<file path="src/rtl/xfer_req_arb.sv">
// Round-robin arbiter: NUM_CH request FIFOs feed one registered output slot.
// Optional macro XFER_REQ_ARB_ZERO_LEN_DROP_EN: zero-length requests are accepted, counted, discarded.
module xfer_req_arb #(
   parameter int NUM_CH = 4,
   parameter int LEN_W  = 4,
   parameter int ADDR_W = 8,
   parameter int DEPTH  = 4
) (
   input  logic                        clk,
   input  logic                        nrst,
   input  logic [NUM_CH-1:0]           in_valid,
   output logic [NUM_CH-1:0]           in_ready,
   input  logic [NUM_CH*LEN_W-1:0]     in_length,
   input  logic [NUM_CH*ADDR_W-1:0]    in_source,
   input  logic [NUM_CH*ADDR_W-1:0]    in_destination,
   output logic                        out_valid,
   input  logic                        out_ready,
   output logic [LEN_W-1:0]            out_length,
   output logic [ADDR_W-1:0]           out_source,
   output logic [ADDR_W-1:0]           out_destination,
   output logic [$clog2(NUM_CH)-1:0]   out_ch,
   output logic [7:0]                  drop_cnt
);
   localparam int CH_W = $clog2(NUM_CH);
   localparam int PW   = $clog2(DEPTH);
   localparam logic [PW:0] PTR_ONE = (PW+1)'(1);

   typedef struct packed {
      logic [LEN_W-1:0]  len;
      logic [ADDR_W-1:0] src;
      logic [ADDR_W-1:0] dst;
   } entry_t;

   entry_t            mem      [NUM_CH][DEPTH];
   entry_t            in_entry [NUM_CH];
   logic [PW:0]       wr_ptr   [NUM_CH];
   logic [PW:0]       rd_ptr   [NUM_CH];
   logic [NUM_CH-1:0] empty;
   logic [NUM_CH-1:0] full;
   logic [NUM_CH-1:0] accept;
   logic [NUM_CH-1:0] push;
   logic [NUM_CH-1:0] pop;
   logic [CH_W-1:0]   last_grant;
   logic [CH_W-1:0]   winner;
   logic              found;
   logic              load;
   entry_t            head;

   // NOTE: every always_comb output gets a default before any branch, so no latch can be inferred.
   always_comb begin
      for (int i = 0; i < NUM_CH; i++) begin
         in_entry[i] = {in_length[i*LEN_W +: LEN_W],
                        in_source[i*ADDR_W +: ADDR_W],
                        in_destination[i*ADDR_W +: ADDR_W]};
         empty[i]    = (wr_ptr[i] == rd_ptr[i]);
         full[i]     = (wr_ptr[i][PW] != rd_ptr[i][PW]) &&
                       (wr_ptr[i][PW-1:0] == rd_ptr[i][PW-1:0]);
      end
   end

   // Ready depends on stored occupancy only, so a full FIFO refuses even while being popped.
   assign in_ready = ~full;
   assign accept   = in_valid & in_ready;
   assign load     = !out_valid || out_ready;

   always_comb begin
      found  = 1'b0;
      winner = '0;
      for (int k = 1; k <= NUM_CH; k++) begin
         if (!found && !empty[CH_W'((int'(last_grant) + k) % NUM_CH)]) begin
            found  = 1'b1;
            winner = CH_W'((int'(last_grant) + k) % NUM_CH);
         end
      end
   end

   always_comb begin
      pop = '0;
      for (int i = 0; i < NUM_CH; i++) begin
         pop[i] = load && found && (winner == CH_W'(i));
      end
   end

   assign head = mem[winner][rd_ptr[winner][PW-1:0]];

`ifdef XFER_REQ_ARB_ZERO_LEN_DROP_EN
   logic [NUM_CH-1:0] zero_len;
   logic [3:0]        drop_num;
   logic [8:0]        drop_sum;

   always_comb begin
      zero_len = '0;
      drop_num = '0;
      for (int i = 0; i < NUM_CH; i++) begin
         zero_len[i] = (in_length[i*LEN_W +: LEN_W] == '0);
         drop_num    = drop_num + 4'(accept[i] & zero_len[i]);
      end
   end

   assign push     = accept & ~zero_len;
   assign drop_sum = {1'b0, drop_cnt} + 9'(drop_num);

   always_ff @(posedge clk or negedge nrst) begin
      if (!nrst)
         drop_cnt <= '0;
      else if (drop_sum > 9'd255)
         drop_cnt <= 8'hFF;
      else
         drop_cnt <= drop_sum[7:0];
   end
`else
   assign push     = accept;
   assign drop_cnt = 8'd0;
`endif

   // NOTE: state registers use non-blocking assignments so every flop samples pre-edge values.
   always_ff @(posedge clk or negedge nrst) begin
      if (!nrst) begin
         for (int i = 0; i < NUM_CH; i++) begin
            wr_ptr[i] <= '0;
            rd_ptr[i] <= '0;
         end
      end else begin
         for (int i = 0; i < NUM_CH; i++) begin
            if (push[i]) wr_ptr[i] <= wr_ptr[i] + PTR_ONE;
            if (pop[i])  rd_ptr[i] <= rd_ptr[i] + PTR_ONE;
         end
      end
   end

   // NOTE: storage is not reset; clearing the pointers makes any stale entry unreachable.
   always_ff @(posedge clk) begin
      for (int i = 0; i < NUM_CH; i++) begin
         if (push[i]) mem[i][wr_ptr[i][PW-1:0]] <= in_entry[i];
      end
   end

   always_ff @(posedge clk or negedge nrst) begin
      if (!nrst) begin
         out_valid       <= 1'b0;
         out_length      <= '0;
         out_source      <= '0;
         out_destination <= '0;
         out_ch          <= '0;
         last_grant      <= CH_W'(NUM_CH - 1);
      end else if (load) begin
         out_valid <= found;
         if (found) begin
            out_length      <= head.len;
            out_source      <= head.src;
            out_destination <= head.dst;
            out_ch          <= winner;
            last_grant      <= winner;
         end
      end
   end

endmodule

</file>
<file path="config.mk">
export PLATFORM = sky130hd
export DESIGN_NAME = xfer_req_arb
export DESIGN_NICKNAME = d
export VERILOG_FILES = /design/src/rtl/xfer_req_arb.sv
export SDC_FILE = /design/constraint.sdc
export NUM_CORES = 1
export LEC_CHECK = 0
export CAP_MARGIN = 20
export CORE_MARGIN = 4
export CORE_UTILIZATION = 55
export CTS_BUF_LIST = sky130_fd_sc_hd__clkbuf_8
export CTS_CLUSTER_DIAMETER = 80
export DETAILED_ROUTE_END_ITERATION = 6
export GPL_ROUTABILITY_DRIVEN = 0
export PLACE_DENSITY = 0.87
export SLEW_MARGIN = 20
export SYNTH_ARGS = -nofsm -noshare
export SYNTH_HDL_FRONTEND = slang
export SYNTH_SLANG_ARGS = --single-unit
</file>
<file path="constraint.sdc">
create_clock -name clk -period 8.2 [get_ports clk]
set_input_delay 0.82 -clock clk [delete_from_list [all_inputs] [get_ports clk]]
set_output_delay 0.82 -clock clk [all_outputs]
set_load 0.1 [all_outputs]
</file>
==> metrics <==
crit path time final=approximately 4.9 ns; cells after synthesis=around 1100; Worst Max-Slew Pin Slew=between 1 and 1.5 ns; Slew HR=a little under a third; DR vias=around 10000; RSZ-0062 raised after global routing=no; worst-path maximum fanout=99; CTS Sinks=between 300 and 400; Slew Limit Fails=0; Syn Std Cell Area=roughly 15000 sq um; CP startpoint kind=register; core area=between 20000 and 30000 sq um; final period utilization=between 50 and 60%; synth warn=0; Worst-Skew Late Latency=around 0.59 ns; gr ovfl total=0; WS Path Type=reg2reg; Starting Density=a little under three fifths; number of buffers created by CTS=54; Largest stage delay, worst path=0.91 ns; cell row count=60; Worst Path Arrival=5.39 ns; final hold viol count=0; largest net degree at the start of global routing=100; status=finished, final reports clean; htree depth=2; number of I/O port buffers=around 110; fmax=about 210 MHz; fill count=1784; Die W=between 150 and 200 um; setup_tns=0 ns; Post-route DRC=0; via count of the first global-routing pass=between 10000 and 15000; Antenna diodes=0; hold_buf cts=0; Worst Path Buf+Inv=2; CTS tree=yes; share of the yosys chip area belonging to registers=a little under three quarters; Worst path slowest cell=buf_4; Die Area=a little over 30000 sq um; Reg clk slew, reported paths=0.08 ns; CP required=between 8 and 9 ns; Post-CTS Setup Inserts=0; Resized cells post-CTS=0; ys async rst share=a little over an eighth; Nets=about 1300; ratio of cells with drive above 1 in the final layout=between 10 and 15%; Layout area overhead=15.9%; initial antenna violation count=0; Tightest Hold Check Type=in2async; Most Frequent Cell on Critical Path=buf_4; CP delay by family, top=compound AO/OA/AOI/OAI gates; WL final=approximately 38000 um; Synth Flop Type=edfxtp_1; I/O Pins=between 100 and 150; Final Setup Violations=0; DRT antenna net count=0; crit end category=register; Distinct cells, synth=44; number of iterations in the first detailed-routing pass=6; Clock Tree Root=clkbuf_8; Post-DP HPWL=21700 um; drt first-iter violations=1570; die height=around 170 um; total global-route track usage=between 20% and 30%; global-route wire length before repair=~58000 um; Max clock buf depth=3; Vias/cell=between 6 and 7; flops & latches, synth=369; max_cap viols=0; Clock Skews=between 0.02 and 0.03 ns; wire per inst=roughly 24 um; Avg Synthesized Cell Area=about 14 sq um; number of synthesized flops with an enable pin=between 300 and 400; crit-path cells=xor2_1 -> or3_4 -> a32oi_2 -> and3_4 -> buf_4 -> a21oi_1 -> a22o_2 -> buf_4 -> a221oi_1 -> a211oi_1 -> nor3_2
## state kept, by name, summed over array words and instances (netlist names)
name / flops
last_grant: 2
mem: 320
out_ch: 2
out_destination: 8
out_length: 4
out_source: 8
out_valid: 1
rd_ptr: 12
wr_ptr: 12
## cells in the final DEF (no fill, tap or decap), drive strengths merged, types with 2 or more instances in the layout
master,Yosys,routed
dfstp,2,2
buf,39,18
or3,4,4
dfrtp,47,47
edfxtp,320,320
and3,17,17
nand2,178,178
nor3,22,22
nand3,5,5
nand4,2,2
o21ai,6,6
mux2i,2,2
conb,1,8
a22oi,40,40
nor2,30,30
o21a,2,2
a211oi,40,40
mux2,5,5
clkdlybuf4s50,0,112
clkinv,0,15
clkbuf,39,62
xnor2,10,10
xor2,18,18
ha,20,20
and2,7,7
inv,10,32
a21oi,162,162
a221oi,40,40
bufinv,0,2
## metal layers
| metal | share of wire [%] | global-route usage (%) |
|---|---|---|
| met5 | 0 | 0 |
| met2 | 48 | 40.2 |
| met1 | 37 | 33.3 |
| met4 | 4.0 | 10.8 |
| met3 | 11 | 4.56 |
## cell type report
cell class              instances  area, sq um  share of cell area, %
clock buffers                  62          853                   4.87
inverters                      10         37.5                  0.214
multi-input cells             627         3880                   22.1
repair buffers                130         1250                   7.16
well taps                     341          427                   2.44
clock inverters                40          225                   1.29
flip-flops and latches        369        10800                   61.9
## final timing paths
| check | endpoint | depth (start not counted) | slack, ns | from |
|---|---|---|---|---|
| max in group asynchronous | out_destination[1]$_DFFE_PN0P_ | 2 | 7.28 | nrst |
| min in group clk | wr_ptr[11]$_DFFE_PN0P_ | 1 | 0.49 | wr_ptr[11]$_DFFE_PN0P_ |
| max | out_destination[5]$_DFFE_PN0P_ | 11 | 3.33 | wr_ptr[7]$_DFFE_PN0P_ |
| min | wr_ptr[3]$_DFFE_PN0P_ | 2 | 0.40 | nrst |
| max reg2reg | out_destination[5]$_DFFE_PN0P_ | 11 | 3.33 | wr_ptr[7]$_DFFE_PN0P_ |
| min reg2reg | wr_ptr[11]$_DFFE_PN0P_ | 1 | 0.49 | wr_ptr[11]$_DFFE_PN0P_ |
## synth_stat cells (all sizes together), types with 4 or more instances
master  count  share of area (%)
nor2       30               0.75
nand2     178                4.4
and3       17               0.74
clkbuf     39               0.97
nor3       22                1.4
mux2        5               0.37
inv        10               0.25
and2        7               0.29
a211oi     40                2.0
xnor2      10               0.58
a21oi     162                5.4
a22oi      40                2.0
o21ai       6               0.20
buf        39                1.7
nand3       5               0.20
dfrtp      47                7.8
ha         20                1.7
a221oi     40                3.1
edfxtp    320                 64
xor2       18                1.0
or3         4               0.23
## through the flow
step	worst slack [ns]	cells	hold WS [ns]	util (%)	cell area (sq um)
after CTS	3.41	1579	0.408	64.8	17500
after floorplan	5.59	1084	0.460	-	15100
after global routing	3.08	1579	0.445	64.8	17500
after global placement	3.67	1477	0.474	60.8	16400
after detailed placement	3.47	1477	0.479	60.8	16400
final	3.33	1579	0.399	64.8	17500
## cells by family after synthesis
group	count (synthesis)	share of synthesized area, %
muxes	7	0.505
xor gates and xnor gates	28	1.62
DFF	369	71.7
adders and majority gates	20	1.66
AOI/OAI and AO/OA	296	13.2
and+or+nand+nor	268	8.32
other	1	0.0248
buffers and inverters	88	2.92
Power is not shown: default switching activity piles up to over one toggle a cycle in this logic, so the estimate is an artifact.
